--- src/rtl/cache_bus_arbiter_pkg.sv ---
`default_nettype none
// +----------------------------------------------------------------------+
// | cache_bus_arbiter_pkg : shared ids, state codes and bus widths       |
// | Rev 1.0                                                              |
// +----------------------------------------------------------------------+
package cache_bus_arbiter_pkg;
  localparam int CACHE_ADDR_W = 25;  // CacheAddrBus
  localparam int CACHE_DATA_W = 32;  // CacheDataBus
  localparam int CACHE_BYTE_W = 4;   // CacheByteBus

  localparam logic MID_FETCH = 1'b0;
  localparam logic MID_DATA  = 1'b1;

  typedef enum logic [0:0] {
    ST_IDLE   = 1'b0,
    ST_LOCKED = 1'b1
  } arb_state_t;
endpackage
`default_nettype wire

--- src/rtl/cache_bus_arbiter_owner_fifo.sv ---
`default_nettype none
// +----------------------------------------------------------------------+
// | cache_bus_arbiter_owner_fifo : DEPTH x 1-bit read-owner FIFO         |
// | Rev 1.0                                                              |
// +----------------------------------------------------------------------+
module cache_bus_arbiter_owner_fifo #(
  parameter int DEPTH = 4
) (
  input  logic                       clk,
  input  logic                       rst,
  input  logic                       push,
  input  logic                       push_id,
  input  logic                       pop,
  output logic                       head_id,
  output logic                       full,
  output logic                       empty,
  output logic [$clog2(DEPTH):0]     count
);
  localparam int PTR_W = $clog2(DEPTH);
  localparam int CNT_W = PTR_W + 1;

  logic             r_mem [DEPTH];
  logic [PTR_W-1:0] r_wr_ptr;
  logic [PTR_W-1:0] r_rd_ptr;
  logic [CNT_W-1:0] r_count;
  logic             w_do_push;
  logic             w_do_pop;

  assign full      = (r_count == CNT_W'(DEPTH));
  assign empty     = (r_count == '0);
  assign count     = r_count;
  assign head_id   = r_mem[r_rd_ptr];
  assign w_do_pop  = pop & ~empty;
  // A simultaneous pop frees the slot, so a push into a full FIFO is legal then.
  assign w_do_push = push & (~full | w_do_pop);

  always_ff @(posedge clk) begin
    if (w_do_push) r_mem[r_wr_ptr] <= push_id;
  end

  always_ff @(posedge clk) begin
    if (rst) begin
      r_wr_ptr <= '0;
      r_rd_ptr <= '0;
      r_count  <= '0;
    end else begin
      if (w_do_push) r_wr_ptr <= r_wr_ptr + 1'b1;
      if (w_do_pop)  r_rd_ptr <= r_rd_ptr + 1'b1;
      case ({w_do_push, w_do_pop})
        2'b10:   r_count <= r_count + 1'b1;
        2'b01:   r_count <= r_count - 1'b1;
        default: r_count <= r_count;
      endcase
    end
  end
endmodule
`default_nettype wire

--- src/rtl/cache_bus_arbiter.sv ---
`default_nettype none
// +----------------------------------------------------------------------+
// | cache_bus_arbiter : fetch/data master arbiter for the cache port     |
// | Rev 1.0                                                              |
// +----------------------------------------------------------------------+
module cache_bus_arbiter
  import cache_bus_arbiter_pkg::*;
#(
  parameter int ADDR_W  = CACHE_ADDR_W,
  parameter int DATA_W  = CACHE_DATA_W,
  parameter int BE_W    = CACHE_BYTE_W,
  parameter int MAX_OUT = 4
) (
  input  logic              clk,
  input  logic              rst,
  input  logic [ADDR_W-1:0] m0_addr,
  input  logic              m0_read,
  output logic [DATA_W-1:0] m0_readdata,
  output logic              m0_readdata_valid,
  output logic              m0_waitrequest,
  input  logic [ADDR_W-1:0] m1_addr,
  input  logic [BE_W-1:0]   m1_byte_en,
  input  logic [DATA_W-1:0] m1_writedata,
  input  logic              m1_read,
  input  logic              m1_write,
  output logic [DATA_W-1:0] m1_readdata,
  output logic              m1_readdata_valid,
  output logic              m1_waitrequest,
  output logic [ADDR_W-1:0] s_addr,
  output logic [BE_W-1:0]   s_byte_en,
  output logic [DATA_W-1:0] s_writedata,
  output logic              s_read,
  output logic              s_write,
  input  logic [DATA_W-1:0] s_readdata,
  input  logic              s_readdata_valid,
  input  logic              s_waitrequest,
  output logic              err_o
);
  localparam int CNT_W = $clog2(MAX_OUT) + 1;

  arb_state_t       r_state;
  logic             r_gnt_q;
  logic             r_last_gnt;
  logic             r_err;
  logic             w_m0_req;
  logic             w_m1_req;
  logic             w_any;
  logic             w_gnt;
  logic             w_cmd_read;
  logic             w_cmd_write;
  logic             w_full_block;
  logic             w_pop;
  logic             w_accept;
  logic             w_head;
  logic             w_fifo_full;
  logic             w_fifo_empty;
  logic [CNT_W-1:0] w_count;

  assign w_m0_req = m0_read;
  assign w_m1_req = m1_read | m1_write;
  assign w_pop    = ~rst & s_readdata_valid & ~w_fifo_empty;

  always_comb begin
    w_any = 1'b0;
    w_gnt = MID_FETCH;
    if (!rst) begin
      if (r_state == ST_LOCKED) begin
        w_any = 1'b1;
        w_gnt = r_gnt_q;
      end else begin
        w_any = w_m0_req | w_m1_req;
        if (w_m0_req && w_m1_req) w_gnt = ~r_last_gnt;
        else if (w_m1_req)        w_gnt = MID_DATA;
      end
    end
  end

  assign w_cmd_read  = w_any & ((w_gnt == MID_DATA) ? m1_read : m0_read);
  assign w_cmd_write = w_any & (w_gnt == MID_DATA) & m1_write;
  // A same-cycle response frees a slot before the capacity check.
  assign w_full_block = w_fifo_full & ~w_pop & w_cmd_read;

  assign s_read      = w_cmd_read & ~w_full_block;
  assign s_write     = w_cmd_write;
  assign s_addr      = !w_any ? '0 : (w_gnt == MID_DATA) ? m1_addr : m0_addr;
  assign s_byte_en   = (w_any && w_gnt == MID_DATA) ? m1_byte_en : {BE_W{w_any}};
  assign s_writedata = (w_any && w_gnt == MID_DATA) ? m1_writedata : '0;
  assign w_accept    = (s_read | s_write) & ~s_waitrequest;

  always_comb begin
    m0_waitrequest = 1'b1;
    m1_waitrequest = 1'b1;
    if (!rst) begin
      if (w_any && w_gnt == MID_FETCH) m0_waitrequest = s_waitrequest | w_full_block;
      else                             m0_waitrequest = w_m0_req;
      if (w_any && w_gnt == MID_DATA)  m1_waitrequest = s_waitrequest | w_full_block;
      else                             m1_waitrequest = w_m1_req;
    end
  end

  assign m0_readdata       = s_readdata;
  assign m1_readdata       = s_readdata;
  assign m0_readdata_valid = w_pop & (w_head == MID_FETCH);
  assign m1_readdata_valid = w_pop & (w_head == MID_DATA);
  assign err_o             = r_err;

  always_ff @(posedge clk) begin
    if (rst) begin
      r_state    <= ST_IDLE;
      r_gnt_q    <= MID_FETCH;
      r_last_gnt <= MID_DATA;
      r_err      <= 1'b0;
    end else begin
      if (w_accept) r_last_gnt <= w_gnt;
      if (s_readdata_valid && w_count == '0) r_err <= 1'b1;
      case (r_state)
        ST_IDLE: begin
          if (w_any && s_waitrequest) begin
            r_state <= ST_LOCKED;
            r_gnt_q <= w_gnt;
          end
        end
        ST_LOCKED: begin
          if (w_accept) r_state <= ST_IDLE;
        end
        default: r_state <= ST_IDLE;
      endcase
    end
  end

  cache_bus_arbiter_owner_fifo #(
    .DEPTH (MAX_OUT)
  ) u_owner_fifo (
    .clk     (clk),
    .rst     (rst),
    .push    (w_accept & s_read),
    .push_id (w_gnt),
    .pop     (w_pop),
    .head_id (w_head),
    .full    (w_fifo_full),
    .empty   (w_fifo_empty),
    .count   (w_count)
  );
endmodule
`default_nettype wire

--- config.mk ---
export PLATFORM = sky130hd
export DESIGN_NAME = cache_bus_arbiter
export DESIGN_NICKNAME = d
export VERILOG_FILES = /design/src/rtl/cache_bus_arbiter_pkg.sv /design/src/rtl/cache_bus_arbiter_owner_fifo.sv /design/src/rtl/cache_bus_arbiter.sv
export SDC_FILE = /design/constraint.sdc
export NUM_CORES = 1
export LEC_CHECK = 0
export BUFFER_PORTS_ARGS = -buffer_cell sky130_fd_sc_hd__buf_2
export CORE_AREA = 3 3 100 102
export DETAILED_ROUTE_END_ITERATION = 6
export DIE_AREA = 0 0 103 105
export HOLD_SLACK_MARGIN = 0.1
export SLEW_MARGIN = 5
export SYNTH_ARGS = -nofsm -noshare
export SYNTH_HDL_FRONTEND = slang
export SYNTH_SLANG_ARGS = --single-unit
--- constraint.sdc ---
create_clock -name clk -period 2.25 [get_ports clk]
set_clock_uncertainty 0.15 [all_clocks]
set_input_delay 0.225 -clock clk [delete_from_list [all_inputs] [get_ports clk]]
set_output_delay 0.225 -clock clk [all_outputs]
set_load 0.01 [all_outputs]
==> qor.txt, run 1 <==
========================================================================================================
Register area .............................................................................      385 µm²
Area inside the core boundary .............................................................     9200 µm²
Count of maximum capacitance violations ...................................................            0
Die Outline Area ..........................................................................   10,800 µm²
Initial Utilization .......................................................................        21.3%
Post-synth EDFFs ..........................................................................            4
Area post-placement .......................................................................     2530 µm²
Final routed wire length divided by cell count ............................................      14.1 µm
Routability congestion estimate from global placement .....................................        0.822
Average vias per placed instance ..........................................................         4.24
Post-CTS clock slew at the launch and capture registers of the worst setup and hold paths .      0.08 ns
Post-route fraction of the period consumed by the critical path ...........................         101%
Die span in x .............................................................................       103 µm
Worst min-delay path class ................................................................ input port to flop
Number of cells produced by synthesis .....................................................          239
Final #Nets ...............................................................................          486
Startpoint kind of the worst setup timing path ............................................         flop
Number of inserted diodes .................................................................            0
Number of buffers created by CTS ..........................................................            3
Number of cells in the finished layout apart from fillers .................................          465
Fraction of layout cells with a size suffix above 1 .......................................        57.9%
RSZ-0062 raised after global routing ......................................................          yes
Leakage power summed over all cells .......................................................      1.46 nW
Half-perimeter wire length of the detailed placement result ...............................      5290 µm
Result of the run ......................................................................... finished, violations left
Violated checks ........................................................................... setup timing
DIE HEIGHT ................................................................................       105 µm
Setup CP Type ............................................................................. flop to flop
Via count of the first global-routing pass ................................................        2,048
Distinct cell type count of the synthesized netlist .......................................           42
Post-Route Hold Slack .....................................................................     0.203 ns
Post-layout worst setup margin ............................................................   -0.0140 ns
Finished Cell Area ........................................................................     2700 µm²
Antenna violations before repair ..........................................................            0
Post-synth ARST share .....................................................................           0%
DRC violations left .......................................................................            0
Slew at the pin closest to its max-slew limit .............................................     0.421 ns
Number of I/O pins ........................................................................          257
Max-Slew Margin vs Limit ..................................................................        71.7%
Cell area after synthesis .................................................................     1960 µm²
Pre-CTS WS ................................................................................   -0.0565 ns
Area of the multi-input gates .............................................................     1020 µm²
Initial DRT Pass Iterations ...............................................................            4
Clock tree from TritonCTS .................................................................         done
Post-route antenna net violation count ....................................................            0
Post-synth top flop .......................................................................      dfxtp_1
Total count of max-transition violations in the final report ..............................            0
Net Count, Synth ..........................................................................          370
Pwr/cell area .............................................................................   443 nW/µm²
Row cnt ...................................................................................           35
Layout overhead on the synthesized area ...................................................        38.1%
Cell at the root of the clock tree ........................................................     clkbuf_8
Number of setup violations in the final report ............................................            1
Count of routing violations after the opening detailed-route iteration ....................           88
Final Total Pwr ...........................................................................    0.00120 W
Required time worst endpoint ..............................................................      2.30 ns
YS warnings ...............................................................................            0
Time the final worst path needs with I/O delays and setup .................................      2.26 ns
Arrival time reported for the critical path endpoint ......................................      2.31 ns
Maximum vdd ir drop .......................................................................     0.160 mV
Number of hold violations in the final report .............................................            0
Highest Clock Rate ........................................................................    0.442 GHz
Wire length of the first global-routing pass ..............................................      9980 µm
Sequential share of the synthesized area ..................................................        19.4%
Detailed-route via count ..................................................................        1,971
Maximum fanout along the worst path .......................................................            3
Worst Setup End Kind ......................................................................         flop
Clk_lat worst skew ........................................................................      0.26 ns
Largest net degree at the start of global routing .........................................           36
DP Cell Count .............................................................................          451
Clock sinks ...............................................................................           17
Final-layout fill cell count ..............................................................        1,020
Htree depth ...............................................................................            1
Post-synthesis average cell area ..........................................................     8.19 µm²
Total wire length after detailed routing ..................................................      6570 µm
Global Route Usage Sum ....................................................................        11.5%
Flip-flop and latch count after synthesis .................................................           17
Number of buffers between clock root and the deepest sink .................................            2
Count of buffers from port buffering ......................................................          160
Global route total overflow ...............................................................            0
========================================================================================================
repair_timing:
action / 4_1_cts / 5_1_grt
setup buffers: 4 / 5
cloned: 1 / 0
hold buffers: 1 / 0
gates resized for setup: 5 / 4
pin swaps: 3 / 4
hold endpoints to repair: 1 / 0
setup endpoints to repair: 38 / 61
cells by family after synthesis:
kind of cell / after synthesis / synth area share (%)
adders and majority gates: 6 / 4.22
DFF: 17 / 19.4
buffers and inverters: 91 / 30.4
and+or+nand+nor: 66 / 19.0
AOI/OAI and AO/OA: 52 / 22.8
xor gates and xnor gates: 4 / 1.79
muxes: 3 / 2.43
cells in the mapped netlist, types with 2 or more instances:
| library cell | number | area (µm²) |
|---|---|---|
| and2_1 | 35 | 219 |
| ha_1 | 5 | 62.6 |
| nor4_1 | 2 | 12.5 |
| dfxtp_1 | 13 | 260 |
| xor2_1 | 2 | 17.5 |
| nor3_1 | 3 | 15.0 |
| clkbuf_2 | 2 | 10.0 |
| buf_4 | 65 | 488 |
| a21o_1 | 4 | 30.0 |
| nor3b_1 | 2 | 15.0 |
| inv_1 | 14 | 52.6 |
| clkbuf_1 | 4 | 15.0 |
| buf_2 | 5 | 25.0 |
| a21oi_1 | 4 | 20.0 |
| a311oi_1 | 2 | 17.5 |
| edfxtp_1 | 4 | 120 |
| xnor2_1 | 2 | 17.5 |
| a31oi_1 | 5 | 31.3 |
| a22o_1 | 25 | 219 |
| o21ai_0 | 3 | 15.0 |
| nor2_1 | 17 | 63.8 |
metrics by stage:
stage	util (%)	TNS (ns)
after floorplan	-	-0.0511
after global placement	27.6	-0.0190
after detailed placement	27.6	-0.0565
after CTS	29.0	0
after global routing	29.4	-0.189
final	29.4	-0.0140
layout by cell type (no fill, tap or decap), types with 3 or more instances in the layout:
master | Yosys | routed
a21oi_1 | 4 | 4
dfxtp_1 | 13 | 11
a21o_1 | 4 | 4
ha_1 | 5 | 4
a31oi_1 | 5 | 5
buf_2 | 5 | 160
clkbuf_8 | 0 | 3
nor2_1 | 17 | 16
buf_12 | 0 | 3
inv_1 | 14 | 13
edfxtp_1 | 4 | 4
nor3_1 | 3 | 3
and2_1 | 35 | 35
a22o_1 | 25 | 25
buf_4 | 65 | 22
path summary, 6_finish.rpt:
path | start | end | slack [ns] | depth (start not counted)
worst min register to register | err_o | err_o | 0.33 | 2
worst max-delay path | r_last_gnt | u_owner_fifo.count[2] | -0.01 | 9
worst max register to register | r_last_gnt | u_owner_fifo.count[2] | -0.01 | 9
worst min-delay path | rst | u_owner_fifo.count[2] | 0.20 | 3
critical path, cell delays in order (launching register included):
cell	delay, ns
dfxtp_4	0.36
o2bb2ai_4	0.13
a41o_1	0.26
o21ai_4	0.14
ha_2	0.19
inv_1	0.05
fa_2	0.33
xor2_1	0.15
or3_1	0.31
a21oi_1	0.12
cell type report:
class | count | area share [%]
Tap cell | 111 | 5.14
Sequential cell | 17 | 14.3
Inverter | 14 | 1.94
Multi-Input combinational cell | 131 | 37.7
Timing Repair Buffer | 188 | 39.1
Clock inverter | 1 | 0.278
Clock buffer | 3 | 1.53
per-layer routing:
metal	routed length [µm]	global-route usage (%)	share of wire [%]	up-vias
met2	3390	19.6	52	104
li1	-	-	-	975
met3	624	3.27	9.5	19
met5	0	0	0	-
met4	153	4.81	2.3	0
met1	2400	13.1	37	873
report_power, final:
part,leakage [nW],total [W],internal [W],switching (W)
logic,1.30,0.000599,0.000306,0.000293
registers,0.143,0.000353,0.000335,0.0000181
clock network,0.0217,0.000247,0.000125,0.000122
total,1.46,0.00120,0.000766,0.000433
No activity file was read; power rests on OpenSTA's default activity.
==> run 2: changes to the inputs <==
--- a/config.mk
+++ b/config.mk
@@ -6,9 +6,11 @@
 export NUM_CORES = 1
 export LEC_CHECK = 0
 export BUFFER_PORTS_ARGS = -buffer_cell sky130_fd_sc_hd__buf_2
-export CORE_AREA = 3 3 100 102
+export CORE_AREA = 3 3 98 100
+export CTS_BUF_LIST = sky130_fd_sc_hd__clkbuf_8
 export DETAILED_ROUTE_END_ITERATION = 6
-export DIE_AREA = 0 0 103 105
+export DIE_AREA = 0 0 101 103
+export GPL_ROUTABILITY_DRIVEN = 0
 export HOLD_SLACK_MARGIN = 0.1
 export SLEW_MARGIN = 5
 export SYNTH_ARGS = -nofsm -noshare
==> constraint.sdc (replaced) <==
create_clock -name clk -period 2 [get_ports clk]
set_clock_uncertainty 0.15 [all_clocks]
set_input_delay 0.2 -clock clk [delete_from_list [all_inputs] [get_ports clk]]
set_output_delay 0.2 -clock clk [all_outputs]
set_load 0.01 [all_outputs]
==> run 2 against run 1 <==
The run still ends with setup timing left. Sequential cell count did not move. Wire length rose by 17%. Die area fell by 3.8%. Fmax fell by 0.34%. Core utilization rose by 9.5 points. Clock-buffer cell count did not move. Cell count rose by 4.3%. Power rose by 37%. Critical path depth did not move. Sequential share of layout area fell by 3.0 points. Worst hold slack improved by 0.012 ns. Non-clock buffer count rose by 23. Critical endpoint unchanged. Largest cell class unchanged.
==> qor.txt, run 2 (same netlist as run 1, synthesis figures left out) <==
========================================================================================================
Register area .............................................................................      384 µm²   -0.32%
Clk_lat worst skew ........................................................................      0.26 ns   about the same
Die span in x .............................................................................       101 µm   -1.9%
Final #Nets ...............................................................................          509   +4.7%
Half-perimeter wire length of the detailed placement result ...............................      5540 µm   +4.6%
Average vias per placed instance ..........................................................         4.38   +3.4%
Finished Cell Area ........................................................................     3410 µm²   +26%
Fraction of layout cells with a size suffix above 1 .......................................        70.3%   +12 points
Logic gate share of total power ...........................................................        59.4%   +9.5 points
Number of buffers created by CTS ..........................................................            3   unchanged
Global Route Usage Sum ....................................................................        12.9%   +1.4 points
Initial Utilization .......................................................................        22.3%   +1.1 points
Max-Slew Margin vs Limit ..................................................................        73.2%   +1.4 points
Sum of negative setup slack ...............................................................     -4.90 ns   -4.88 ns
Switching power ...........................................................................   0.000558 W   +29%
Required time worst endpoint ..............................................................      2.04 ns   -0.26 ns
Number of hold violations in the final report .............................................            0   unchanged
Number of inserted diodes .................................................................            0   unchanged
Total wire length after detailed routing ..................................................      7710 µm   +17%
Slew at the pin closest to its max-slew limit .............................................     0.399 ns   -0.0221 ns
Area post-placement .......................................................................     2600 µm²   +2.7%
Cell type of the slowest stage on the worst timing path ...................................      dfxtp_2
Number of setup violations in the final report ............................................           65   +64
Final routed wire length divided by cell count ............................................      15.9 µm   +12%
Setup CP Type ............................................................................. flop to flop
Result of the run ......................................................................... finished, violations left
Crit-path max cell delay ..................................................................      0.34 ns   -0.02 ns
Post-layout util ..........................................................................        38.9%   +9.5 points
Antenna violations before repair ..........................................................            0   unchanged
Clock sinks ...............................................................................           17   unchanged
Time the final worst path needs with I/O delays and setup .................................      2.27 ns   +0.00764 ns
Count of routing violations after the opening detailed-route iteration ....................           62   -30%
Largest net degree at the start of global routing .........................................           31   -14%
Layout overhead on the synthesized area ...................................................        73.9%
Cell at the root of the clock tree ........................................................     clkbuf_8
Sequential share of power .................................................................        24.3%   -5.2 points
Initial DRT Pass Iterations ...............................................................            4   unchanged
DP Cell Count .............................................................................          456   +1.1%
Critical path cell sequence ............................................................... nor4bb_4 > a41o_1 > o21ai_4 > ha_4 > inv_2 > fa_2 > xor2_1 > or3_1 > a21oi_1
Leakage power summed over all cells .......................................................      1.73 nW   +18%
Htree depth ...............................................................................            1   unchanged
Commonest non-fill, non-tap cell in the layout ............................................        buf_2
Count of maximum capacitance violations ...................................................            0   unchanged
Clock tree from TritonCTS .................................................................         done
Number of buffers between clock root and the deepest sink .................................            2   unchanged
Number of I/O pins ........................................................................          257   unchanged
Worst min-delay path class ................................................................ input port to flop
Area inside the core boundary .............................................................     8760 µm²   -4.7%
Pwr/cell area .............................................................................   482 nW/µm²   +8.8%
RSZ-0062 raised after global routing ......................................................          yes
Int Pwr ...................................................................................    0.00108 W   +42%
Count of buffers from port buffering ......................................................          160   unchanged
Startpoint kind of the worst setup timing path ............................................         flop
Wire length of the first global-routing pass ..............................................    10,800 µm   +7.7%
Arrival time reported for the critical path endpoint ......................................      2.31 ns   about the same
Global route total overflow ...............................................................            0   unchanged
Die Outline Area ..........................................................................   10,400 µm²   -3.8%
Worst Setup End Kind ......................................................................         flop
Post-route antenna net violation count ....................................................            0   unchanged
Highest-count cells in the layout ignoring fill and taps .................................. buf_2, buf_6, and2_4, a22o_1, buf_4
Detailed-route via count ..................................................................        2,126   +7.9%
Violated checks ........................................................................... setup timing
Post-CTS clock slew at the launch and capture registers of the worst setup and hold paths .      0.07 ns   about the same
Post-layout worst setup margin ............................................................    -0.272 ns   -0.258 ns
Maximum fanout along the worst path .......................................................            4   +1
Maximum vdd ir drop .......................................................................     0.276 mV   +72%
Total count of max-transition violations in the final report ..............................            0   unchanged
Row cnt ...................................................................................           34   -2.9%
DIE HEIGHT ................................................................................       103 µm   -1.9%
Final-layout fill cell count ..............................................................          876   -14%
Area of the multi-input gates .............................................................     1160 µm²   +13%
Number of cells in the finished layout apart from fillers .................................          485   +4.3%
Post-route fraction of the period consumed by the critical path ...........................         114%   +13 points
Clock share of power ......................................................................        16.3%   -4.3 points
Highest Clock Rate ........................................................................    0.440 GHz   -0.34%
DRC violations left .......................................................................            0   unchanged
Count of buffering cells on the critical path with inverters included .....................            1   unchanged
Cell family with most CP delay ............................................................ compound AO/OA/AOI/OAI gates
Via count of the first global-routing pass ................................................        2,187   +6.8%
Post-Route Hold Slack .....................................................................     0.214 ns   +0.0116 ns
Switching part of the total power .........................................................        34.0%   -2.1 points
========================================================================================================
[run 2: cell types whose count changed in the layout (fill, tap and decap cells not counted), moves of 2 or more]
cell	delta
buf_6	+46
buf_12	+6
dfxtp_2	+2
and2_1	-32
buf_2	-33
buf_16	+2
a31oi_1	-2
and2_4	+32
[run 2: power by group through the flow]
stage          clock [W]  sequential [W]  combinational [W]
2_1_floorplan          0        0.000403           0.000473
3_3_place_gp           0        0.000403           0.000662
3_5_place_dp           0        0.000404           0.000673
4_1_cts         0.000273        0.000398           0.000946
5_1_grt         0.000292        0.000404            0.00105
6_report        0.000267        0.000400           0.000976
[run 2: worst paths after layout]
path,start,endpoint,slack [ns],cells after the start
worst max-delay path,r_state,u_owner_fifo.count[2],-0.27,9
worst min-delay path,rst,u_owner_fifo.count[0],0.21,3
worst max register to register,r_state,u_owner_fifo.count[2],-0.27,9
worst min register to register,u_owner_fifo.r_wr_ptr[0],u_owner_fifo.r_wr_ptr[0],0.38,1
[run 2: area by class of cell]
class,count,share of cell area (%)
clock buffer,3,1.21
clock inverter,1,0.220
inverter,14,1.54
multi-input combinational,131,33.9
sequential,17,11.3
tap,108,3.97
timing repair buffer,211,47.8
[run 2: what timing repair did]
item	CTS	global route
resized for setup	62	47
hold buffers	2	0
buffers inserted	16	7
cloned	8	2
setup endpoints to repair	66	68
hold endpoints to repair	1	0
pin swaps	34	39
[run 2: layer usage]
layer  routed length (µm)  global-route usage [%]
met1                 3000                    16.1
met2                 4120                    23.0
met3                  505                    2.30
met4                   86                    2.97
met5                    0                       0
[run 2: metrics by stage]
| stage | power (W) | worst slack (ns) |
|---|---|---|
| finish | 0.00164 | -0.272 |
| global route | 0.00174 | -0.339 |
| CTS | 0.00162 | -0.261 |
| detailed placement | 0.00108 | -0.270 |
| global placement | 0.00106 | -0.229 |
| floorplan | 0.000875 | -0.298 |
[run 2: tightest hold or removal path, stage by stage]
cell and delay [ns]:
buf_2 0.15, buf_4 0.18, nor2_1 0.04
==> run 3: changes to the inputs <==
==> constraint.sdc (replaced) <==
create_clock -name clk -period 2.06 [get_ports clk]
set_clock_uncertainty 0.15 [all_clocks]
set_input_delay 0.206 -clock clk [delete_from_list [all_inputs] [get_ports clk]]
set_output_delay 0.206 -clock clk [all_outputs]
set_load 0.01 [all_outputs]
==> run 3 against run 2 <==
The run still ends with setup timing left. Power fell by 3.2%. Highest routed layer unchanged. Non-clock buffer count fell by 4. Core utilization fell by 0.33 points. Register-to-register slack improved by 0.08 ns. Wire length rose by 4.7%. Critical endpoint is now s_addr[5]. Critical path depth did not move.
==> qor.txt, run 3 (same netlist as run 1, synthesis figures left out) <==
========================================================================================================
Result of the run ......................................................................... finished, violations left
Violated checks ........................................................................... setup timing
Time the final worst path needs with I/O delays and setup .................................      2.26 ns
Pwr/cell area .............................................................................   471 nW/µm²   -2.4%
Maximum vdd ir drop .......................................................................     0.242 mV   -12%
Worst min-delay path class ................................................................ input port to flop
Maximum fanout along the worst path .......................................................            7   +3
Leakage power summed over all cells .......................................................      1.71 nW   -0.90%
Post-Route Hold Slack .....................................................................     0.132 ns   -0.0817 ns
Htree depth ...............................................................................            1   unchanged
Detailed-route via count ..................................................................        2,147   +0.99%
Via count of the first global-routing pass ................................................        2,043   -6.6%
Number of setup violations in the final report ............................................           66   +1.5%
Highest Clock Rate ........................................................................    0.442 GHz
Global Route Usage Sum ....................................................................        12.8%   -0.13 points
Wire length of the first global-routing pass ..............................................    10,500 µm   -2.4%
Final routed wire length divided by cell count ............................................      16.8 µm   +5.5%
Number of cells in the finished layout apart from fillers .................................          481   -0.82%
Area inside the core boundary .............................................................     8760 µm²   unchanged
Post-route antenna net violation count ....................................................            0   unchanged
Number of inserted diodes .................................................................            0   unchanged
DIE HEIGHT ................................................................................       103 µm   unchanged
Number of hold violations in the final report .............................................            0   unchanged
Die span in x .............................................................................       101 µm   unchanged
Worst Setup End Kind ......................................................................  output port
RSZ-0062 raised after global routing ......................................................          yes
Commonest non-fill, non-tap cell in the layout ............................................        buf_2
Die Outline Area ..........................................................................   10,400 µm²   unchanged
Number of buffers created by CTS ..........................................................            3   unchanged
Layout overhead on the synthesized area ...................................................        72.5%
Row cnt ...................................................................................           34   unchanged
Initial DRT Pass Iterations ...............................................................            4   unchanged
Largest net degree at the start of global routing .........................................           31   unchanged
Final #Nets ...............................................................................          505   -0.79%
Post-layout worst setup margin ............................................................    -0.203 ns   +0.0684 ns
Post-CTS clock slew at the launch and capture registers of the worst setup and hold paths .      0.07 ns   about the same
Count of routing violations after the opening detailed-route iteration ....................           74   +19%
Half-perimeter wire length of the detailed placement result ...............................      5480 µm   -1.0%
Post-route fraction of the period consumed by the critical path ...........................         110%
Fraction of layout cells with a size suffix above 1 .......................................        70.0%   -0.32 points
DP Cell Count .............................................................................          456   unchanged
Clock tree from TritonCTS .................................................................         done
Number of I/O pins ........................................................................          257   unchanged
Arrival time reported for the critical path endpoint ......................................      1.91 ns   -0.40 ns
Max-Slew Margin vs Limit ..................................................................        74.2%   +1.0 points
Clk_lat worst skew ........................................................................      0.26 ns   about the same
Total count of max-transition violations in the final report ..............................            0   unchanged
Count of buffers from port buffering ......................................................          160   unchanged
Number of buffers between clock root and the deepest sink .................................            2   unchanged
Cell at the root of the clock tree ........................................................     clkbuf_8
Startpoint kind of the worst setup timing path ............................................         flop
Setup CP Type ............................................................................. flop to output port
Required time worst endpoint ..............................................................      1.70 ns   -0.34 ns
Slew at the pin closest to its max-slew limit .............................................     0.384 ns   -0.0146 ns
Initial Utilization .......................................................................        22.3%   unchanged
Highest-count cells in the layout ignoring fill and taps .................................. buf_2, buf_6, and2_4, buf_4, a22o_1
Total wire length after detailed routing ..................................................      8070 µm   +4.7%
Antenna violations before repair ..........................................................            0   unchanged
DRC violations left .......................................................................            0   unchanged
Clock sinks ...............................................................................           17   unchanged
Average vias per placed instance ..........................................................         4.46   +1.8%
Global route total overflow ...............................................................            0   unchanged
Count of maximum capacitance violations ...................................................            0   unchanged
========================================================================================================
==> run 3: power breakdown <==
part	switching, W	total [W]	internal [W]	leakage [nW]
Sequential	0.0000213	0.000388	0.000366	0.144
Clock	0.000125	0.000260	0.000135	0.0255
Combinational	0.000405	0.000942	0.000537	1.55
==> run 3: per-stage QoR <==
stage / setup TNS (ns) / power [W] / setup WS [ns] / cell area, µm² / util, %
floorplan: -0.344 / 0.000850 / -0.238 / 1980 / -
global placement: -0.237 / 0.00104 / -0.183 / 2620 / 29.9
detailed placement: -0.371 / 0.00105 / -0.210 / 2620 / 29.9
CTS: -3.57 / 0.00146 / -0.202 / 3010 / 34.3
global route: -12.90 / 0.00168 / -0.306 / 3380 / 38.5
finish: -8.65 / 0.00159 / -0.203 / 3380 / 38.5
==> run 3: critical path: stages, from the launching register on <==
cell and delay, ns:
dfxtp_2 0.34, o2bb2ai_4 0.13, buf_4 0.14, buf_6 0.11
a211oi_4 0.23, buf_6 0.15, buf_12 0.13, clkbuf_16 0.16
a22o_1 0.13, buf_2 0.12
==> run 3: routing by layer <==
| layer | track usage, % | vias to the layer above | part of all wire (%) |
|---|---|---|---|
| li1 | - | 1017 | - |
| met1 | 16.0 | 976 | 38 |
| met2 | 22.5 | 133 | 53 |
| met3 | 2.10 | 21 | 6.8 |
| met4 | 3.78 | 0 | 1.7 |
| met5 | 0 | - | 0 |
==> run 3: layout make-up <==
| cell class | instances | area (µm²) |
|---|---|---|
| clock buffer | 3 | 41.3 |
| timing repair buffer | 207 | 1590 |
| tap | 108 | 135 |
| sequential | 17 | 387 |
| multi-input combinational | 131 | 1170 |
| clock inverter | 1 | 5.00 |
| inverter | 14 | 52.6 |
| fill | 860 | 5390 |
==> run 3: repair_timing <==
action,4_1_cts,5_1_grt
setup endpoints to repair,64,70
cloned,5,3
pin swaps,13,35
endpoints found under the hold margin,1,0
hold buffers,1,0
setup buffers,8,4
gates resized for setup,26,67
==> run 3: path summary, 6_finish.rpt <==
| kind | startpoint | endpoint | slack (ns) | cells after the start |
|---|---|---|---|---|
| max | r_last_gnt | s_addr[5] | -0.20 | 9 |
| min | rst | err_o | 0.13 | 3 |
| max reg2reg | r_state | u_owner_fifo.count[2] | -0.19 | 9 |
| min reg2reg | err_o | err_o | 0.33 | 2 |
